===== src/rtl/lab1_pkg.sv =====
// Shared types and constants for the lab 1 truth-table sweep sequencer.
package lab1_pkg;

  localparam int IDX_W = 4;
  localparam int CNT_W = 5;

  typedef enum logic [1:0] {
    IDLE   = 2'd0,
    SETTLE = 2'd1,
    SAMPLE = 2'd2,
    DONE   = 2'd3
  } state_e;

  // Truth table of f = ~B~C~D + ~ABD + BC, bit i at index {A,B,C,D}.
  function automatic logic [15:0] lab1_golden();
    return 16'hC1E1;
  endfunction

endpackage


===== src/rtl/lab1_truth_sweep_if.sv =====
// Control and result bundle between the lab top level and the sweep sequencer.
interface lab1_truth_sweep_if;
  import lab1_pkg::*;

  logic             start;
  logic             abort;
  logic             busy;
  logic             done;
  logic [15:0]      truth_table;
  logic [CNT_W-1:0] mismatch_cnt;
  logic [IDX_W-1:0] first_fail;
  logic             pass;

  modport master (
    output start, abort,
    input  busy, done, truth_table, mismatch_cnt, first_fail, pass
  );

  modport slave (
    input  start, abort,
    output busy, done, truth_table, mismatch_cnt, first_fail, pass
  );

endinterface


===== src/rtl/lab1_settle_timer.sv =====
// 8-bit loadable down-counter that stops at zero; zero flags the end of settling.
module lab1_settle_timer (
  input  logic       clk,
  input  logic       rst_n,
  input  logic       load,
  input  logic [7:0] load_val,
  output logic       zero
);

  logic [7:0] cnt_q;

  always_ff @(posedge clk or negedge rst_n) begin
    if (!rst_n) begin
      cnt_q <= 8'd0;
    end else if (load) begin
      cnt_q <= load_val;
    end else if (cnt_q != 8'd0) begin
      cnt_q <= cnt_q - 8'd1;
    end
  end

  assign zero = (cnt_q == 8'd0);

endmodule


===== src/rtl/lab1_truth_sweep.sv =====
// Drives all 16 input vectors into the function block, captures OUT into a
// truth table and scores it against the golden table.
module lab1_truth_sweep
  import lab1_pkg::*;
#(
  parameter int          SETTLE_CYCLES = 1,
  parameter logic [15:0] EXPECTED      = 16'hC1E1
) (
  input  logic               clk,
  input  logic               rst_n,
  lab1_truth_sweep_if.slave  sif,
  input  logic               OUT,
  output logic               A,
  output logic               B,
  output logic               C,
  output logic               D
);

  localparam logic [7:0] SETTLE_LD = 8'(SETTLE_CYCLES - 1);

  state_e           state_q, state_d;
  logic [IDX_W-1:0] idx_q;
  logic [IDX_W-1:0] vec_q;
  logic [15:0]      tt_q;
  logic [CNT_W-1:0] mcnt_q;
  logic [CNT_W-1:0] mcnt_nxt;
  logic [IDX_W-1:0] ff_q;
  logic             pass_q;
  logic             mism;

  logic tmr_load;
  logic tmr_zero;
  logic do_clear;
  logic do_capture;
  logic do_advance;
  logic do_abort;

  lab1_settle_timer u_timer (
    .clk      (clk),
    .rst_n    (rst_n),
    .load     (tmr_load),
    .load_val (SETTLE_LD),
    .zero     (tmr_zero)
  );

  always_ff @(posedge clk or negedge rst_n) begin
    if (!rst_n) begin
      state_q <= IDLE;
    end else begin
      state_q <= state_d;
    end
  end

  // abort outranks the SAMPLE capture; abort in IDLE or DONE has no effect
  always_comb begin
    state_d    = state_q;
    tmr_load   = 1'b0;
    do_clear   = 1'b0;
    do_capture = 1'b0;
    do_advance = 1'b0;
    do_abort   = 1'b0;
    unique case (state_q)
      IDLE: begin
        if (sif.start) begin
          state_d  = SETTLE;
          tmr_load = 1'b1;
          do_clear = 1'b1;
        end
      end
      SETTLE: begin
        if (sif.abort) begin
          state_d  = IDLE;
          do_abort = 1'b1;
        end else if (tmr_zero) begin
          state_d = SAMPLE;
        end
      end
      SAMPLE: begin
        if (sif.abort) begin
          state_d  = IDLE;
          do_abort = 1'b1;
        end else begin
          do_capture = 1'b1;
          if (idx_q == IDX_W'(15)) begin
            state_d = DONE;
          end else begin
            state_d    = SETTLE;
            tmr_load   = 1'b1;
            do_advance = 1'b1;
          end
        end
      end
      DONE: begin
        state_d = IDLE;
      end
      default: begin
        state_d = IDLE;
      end
    endcase
  end

  assign mism     = OUT ^ EXPECTED[idx_q];
  assign mcnt_nxt = mcnt_q + {{(CNT_W-1){1'b0}}, mism};

  always_ff @(posedge clk or negedge rst_n) begin
    if (!rst_n) begin
      idx_q  <= '0;
      vec_q  <= '0;
      tt_q   <= '0;
      mcnt_q <= '0;
      ff_q   <= '0;
      pass_q <= 1'b0;
    end else begin
      if (do_clear) begin
        idx_q  <= '0;
        vec_q  <= '0;
        tt_q   <= '0;
        mcnt_q <= '0;
        ff_q   <= '0;
        pass_q <= 1'b0;
      end
      if (do_capture) begin
        tt_q[idx_q] <= OUT;
        mcnt_q      <= mcnt_nxt;
        if (mism && (mcnt_q == '0)) begin
          ff_q <= idx_q;
        end
        // pass is made valid on entry to DONE so it is readable with done
        if (idx_q == IDX_W'(15)) begin
          pass_q <= (mcnt_nxt == '0);
        end
      end
      if (do_advance) begin
        idx_q <= idx_q + IDX_W'(1);
        vec_q <= idx_q + IDX_W'(1);
      end
      if (do_abort || (state_q == DONE)) begin
        vec_q <= '0;
      end
    end
  end

  assign {A, B, C, D}     = vec_q;
  assign sif.busy         = (state_q != IDLE);
  assign sif.done         = (state_q == DONE);
  assign sif.truth_table  = tt_q;
  assign sif.mismatch_cnt = mcnt_q;
  assign sif.first_fail   = ff_q;
  assign sif.pass         = pass_q;

endmodule


===== src/flat_wrapper.sv =====
// flat-port wrapper written by rule: the top's interface ports become plain ports
module lab1_truth_sweep_flat import lab1_pkg::*;
#(
  parameter int          SETTLE_CYCLES = 1,
  parameter logic [15:0] EXPECTED      = 16'hC1E1
)
  (clk, rst_n, OUT, A, B, C, D, sif_start, sif_abort, sif_busy, sif_done, sif_truth_table, sif_mismatch_cnt, sif_first_fail, sif_pass);
  lab1_truth_sweep_if sif_i ();
  input  logic clk;
  input  logic rst_n;
  input  logic OUT;
  output logic A;
  output logic B;
  output logic C;
  output logic D;
  input wire logic [$bits(sif_i.start)-1:0] sif_start;
  input wire logic [$bits(sif_i.abort)-1:0] sif_abort;
  output wire logic [$bits(sif_i.busy)-1:0] sif_busy;
  output wire logic [$bits(sif_i.done)-1:0] sif_done;
  output wire logic [$bits(sif_i.truth_table)-1:0] sif_truth_table;
  output wire logic [$bits(sif_i.mismatch_cnt)-1:0] sif_mismatch_cnt;
  output wire logic [$bits(sif_i.first_fail)-1:0] sif_first_fail;
  output wire logic [$bits(sif_i.pass)-1:0] sif_pass;
  assign sif_i.start = sif_start;
  assign sif_i.abort = sif_abort;
  assign sif_busy = sif_i.busy;
  assign sif_done = sif_i.done;
  assign sif_truth_table = sif_i.truth_table;
  assign sif_mismatch_cnt = sif_i.mismatch_cnt;
  assign sif_first_fail = sif_i.first_fail;
  assign sif_pass = sif_i.pass;
  lab1_truth_sweep #(.SETTLE_CYCLES(SETTLE_CYCLES), .EXPECTED(EXPECTED)) u_core (.clk(clk), .rst_n(rst_n), .sif(sif_i), .OUT(OUT), .A(A), .B(B), .C(C), .D(D));
endmodule

===== config.mk =====
export PLATFORM = sky130hd
export DESIGN_NAME = lab1_truth_sweep_flat
export DESIGN_NICKNAME = d
export VERILOG_FILES = /design/src/rtl/lab1_pkg.sv /design/src/rtl/lab1_truth_sweep_if.sv /design/src/rtl/lab1_settle_timer.sv /design/src/rtl/lab1_truth_sweep.sv /design/src/flat_wrapper.sv
export SDC_FILE = /design/constraint.sdc
export NUM_CORES = 1
export LEC_CHECK = 0
export ABC_AREA = 1
export CAP_MARGIN = 5
export CORE_MARGIN = 8
export CORE_UTILIZATION = 56
export CTS_BUF_LIST = sky130_fd_sc_hd__clkbuf_4 sky130_fd_sc_hd__clkbuf_8 sky130_fd_sc_hd__clkbuf_16
export DETAILED_ROUTE_END_ITERATION = 8
export DONT_BUFFER_PORTS = 1
export GPL_TIMING_DRIVEN = 0
export PLACE_DENSITY = 0.74
export REMOVE_ABC_BUFFERS = 1
export SLEW_MARGIN = 15
export SYNTH_ARGS = -nofsm -noshare
export SYNTH_HDL_FRONTEND = slang
export SYNTH_SLANG_ARGS = --single-unit
export TNS_END_PERCENT = 1

===== constraint.sdc =====
create_clock -name clk -period 1.9 [get_ports clk]
set_input_delay 0.38 -clock clk [delete_from_list [all_inputs] [get_ports clk]]
set_output_delay 0.38 -clock clk [all_outputs]
set_load 0.01 [all_outputs]

==> flow_metrics.py <==
metrics = {
    "logic_synthesis": {
        "synthTopCellsByArea": "dfrtp_1, nand2_1, ha_1",
        "synth.avg_cell_area_um2": 8.37,
        "yosysWarningCount": 0,
        "yosys-top-cells-count": "nand2_1, dfrtp_1, inv_1",
        "async_flop_share": 1.00,
        "synth.most_common_cell": "nand2_1",
        "ys_seq_elements": 44,
        "yosys.area.top_type_share": 0.473,
        "synth_cell_types": 25,
        "synth_edf_count": 0,
        "ys_seq_area_frac": 0.473,
        "synth_area_um2": 2330,
        "synth_top_area_cell": "dfrtp_1",
        "synth_flop_cell": "dfrtp_1",
        "synthCells": 278,
    },
    "pwr": {
        "p_seq_frac": 0.407,
        "power_frac_comb": 0.398,
        "p_leak_nw": 1.26,
        "pwr-share-clk": 0.195,
        "powerDensity_nw_per_um2": 1120,
        "p_int_mw": 1.77,
        "power.switching_mw": 1.18,
        "peakVddDrop_mv": 0.653,
        "swShare": 0.401,
    },
    "layout": {
        "diodes": 0,
        "n_fill_cell": 337,
        "drive_gt1_frac": 0.178,
        "register_area_um2": 1100,
        "multi_input_area_um2": 1120,
        "nNetsFinal": 310,
        "synthToLayoutAreaGrowth_pct": 13.0,
    },
    "min_path": {
        "hold_depth": 2,
        "worstHoldPathType": "in2reg",
        "hold_path.startpoint": "sif_start",
        "holdPathEnd": "u_core.state_q[0]",
    },
    "outcome": {
        "outcome": "finished, violations left",
        "violations": "negative setup slack",
    },
    "sta": {
        "period_share": 1.04,
        "rsz0062_at_grt": "true",
        "skew_ps": 8.59,
        "maxSlewViolCount": 0,
        "hold_viol_final": 0,
        "slew_headroom": 0.674,
        "whs_ps": 239,
        "setup_violations": 3,
        "period_needed_ps": 1970,
        "setup_ws_ps": -70.4,
        "tightest_slew_ps": 489,
        "fmax_mhz": 508,
    },
    "routing": {
        "viasPerCell": 5.55,
        "drtIter0Drc": 85,
        "drcViolationCount": 0,
        "drtAntennaViolNets": 0,
        "routed_wl_um": 5210,
        "firstDrtPassIters": 4,
        "vias": 1899,
        "wl_per_cell_um": 15.2,
    },
    "critical_path": {
        "cp_max_fo": 4,
        "required_ps": 2140,
        "regToRegStartpoint": "u_core.idx_q[0]",
        "arrival_ps": 2210,
        "timing.rr.end": "u_core.sif.pass",
        "startpoint_type": "register",
        "worst_setup_path_end_kind": "register",
        "worstSetupPathType": "reg2reg",
        "reg2regPathDepth": 15,
        "r2r_slack_ps": -70,
    },
    "grt": {
        "grt_pass1_wl_um": 8910,
        "grt_usage": 0.172,
        "grt_max_degree": 45,
        "antenna_found_initial": 0,
        "overflow": 0,
        "grt_pass1_vias": 1912,
    },
    "placed_design": {
        "dp_slack_ps": -496,
        "gp_congestion": 0.833,
        "hpwl_um": 3440,
        "port-buffer-count": 0,
    },
    "floorplan": {
        "die_area_um2": 6470,
        "die_w_um": 80.5,
        "rows": 23,
        "coreArea_um2": 4000,
        "die_h_um": 80.5,
        "io_pins": 37,
        "start_util": 0.582,
    },
    "cts": {
        "cts_root_buffer": "clkbuf_8",
        "cts_sinks": 44,
        "cts_tree": "done",
        "path_clk_slew_ps": 80,
        "numCtsBuffers": 5,
        "max-clock-path-buffers": 2,
        "clk_latency_ps": 290,
        "htreeDepth": 2,
    },
    "flow_run": {
        "cap_violations": 0,
    },
}
-- worst max path at each step --
stage	from	endpoint	slack, ps	cells past startpoint
floorplan	u_core.idx_q[0]	u_core.sif.pass	-180	16
global placement	u_core.idx_q[0]	u_core.sif.pass	-410	16
detailed placement	u_core.idx_q[0]	u_core.sif.pass	-500	16
CTS	u_core.idx_q[0]	u_core.sif.pass	-70	16
global route	u_core.idx_q[0]	u_core.sif.pass	-160	15
finish	u_core.idx_q[0]	u_core.sif.pass	-70	15
-- power groups by stage --
stage	logic, mW	clock network, mW	registers [mW]
floorplan	0.827	0	1.18
global placement	0.981	0	1.21
detailed placement	1.01	0	1.21
CTS	1.16	0.580	1.20
global route	1.35	0.616	1.22
finish	1.17	0.575	1.20
-- cells in the final DEF, fill, tap and decap left out, types with 2 or more instances in the layout --
master | netlist | layout
a21oi_1 | 27 | 27
buf_4 | 1 | 10
clkbuf_8 | 0 | 5
dfrtp_1 | 44 | 41
dfrtp_2 | 0 | 3
ha_1 | 13 | 9
ha_4 | 0 | 3
inv_1 | 34 | 30
inv_2 | 2 | 4
inv_4 | 0 | 2
nand2_1 | 45 | 42
nand2_2 | 7 | 10
nand2_4 | 2 | 2
nand3_1 | 29 | 27
nand3_2 | 2 | 4
nand4_1 | 5 | 5
nor2_1 | 30 | 30
nor2_4 | 2 | 3
o21ai_0 | 16 | 16
o22ai_1 | 5 | 5
xnor2_1 | 3 | 2
xor2_1 | 3 | 3
-- critical path, cell delays in order, from the launching register on --
cell,delay [ps]
dfrtp_2,430
inv_4,80
ha_4,140
nand2_1,60
nand3_2,80
buf_4,110
nand3_2,70
nand2_2,80
inv_2,40
ha_4,160
ha_4,170
xnor2_2,150
nand3_1,90
nor2_1,100
nand3_1,90
nand2_1,60
-- metal layers --
layer  share of wire  routed length (µm)  up-vias  GRT usage
met3           0.079                 413        6     0.0603
met4          0.0084                  44        0     0.0400
met1            0.41                2110      909      0.199
met5               0                   0        -          0
li1                -                   -      936          -
met2            0.51                2640       48      0.294
-- state kept, by name, summed over array words and instances (netlist names) --
signal and flops:
u_core.sif.first_fail 4, u_core.vec_q 4, u_core.sif.truth_table 16, u_core.u_timer.cnt_q 8
u_core.idx_q 4, u_core.sif.mismatch_cnt 5, u_core.state_q 2, u_core.sif.pass 1
-- final cells by class --
cell class	count	area share
clock inverter	1	0.00190
timing repair buffer	12	0.0428
sequential	44	0.420
clock buffer	6	0.0290
inverter	37	0.0566
multi-input combinational	192	0.426
tap	50	0.0238
-- through the flow --
step	setup TNS, ps	power, mW	util	instances	cell area (µm²)
floorplan	-360	2.01	-	273	2290
global placement	-1340	2.19	0.589	323	2360
detailed placement	-1720	2.22	0.589	323	2360
CTS	-72.3	2.93	0.656	342	2620
global route	-418	3.19	0.657	342	2630
finish	-125	2.95	0.657	342	2630
-- repair_timing --
item / CTS / global route
gates resized for setup: 21 / 2
hold buffers: 2 / 0
setup buffers: 10 / 0
setup endpoints to repair: 6 / 23
endpoints found under the hold margin: 44 / 0
pin swaps: 7 / 4
-- logic make-up (layout without fill, tap and decap cells) --
group           Yosys count  in the layout  synth area share
compound gates           50             50             0.112
buf+inv                  42             56            0.0758
xor+xnor                  6              6            0.0226
fa+ha+maj                13             13            0.0699
simple gates            123            123             0.246
flops                    44             44             0.473
No activity file was read; power rests on OpenSTA's default activity.
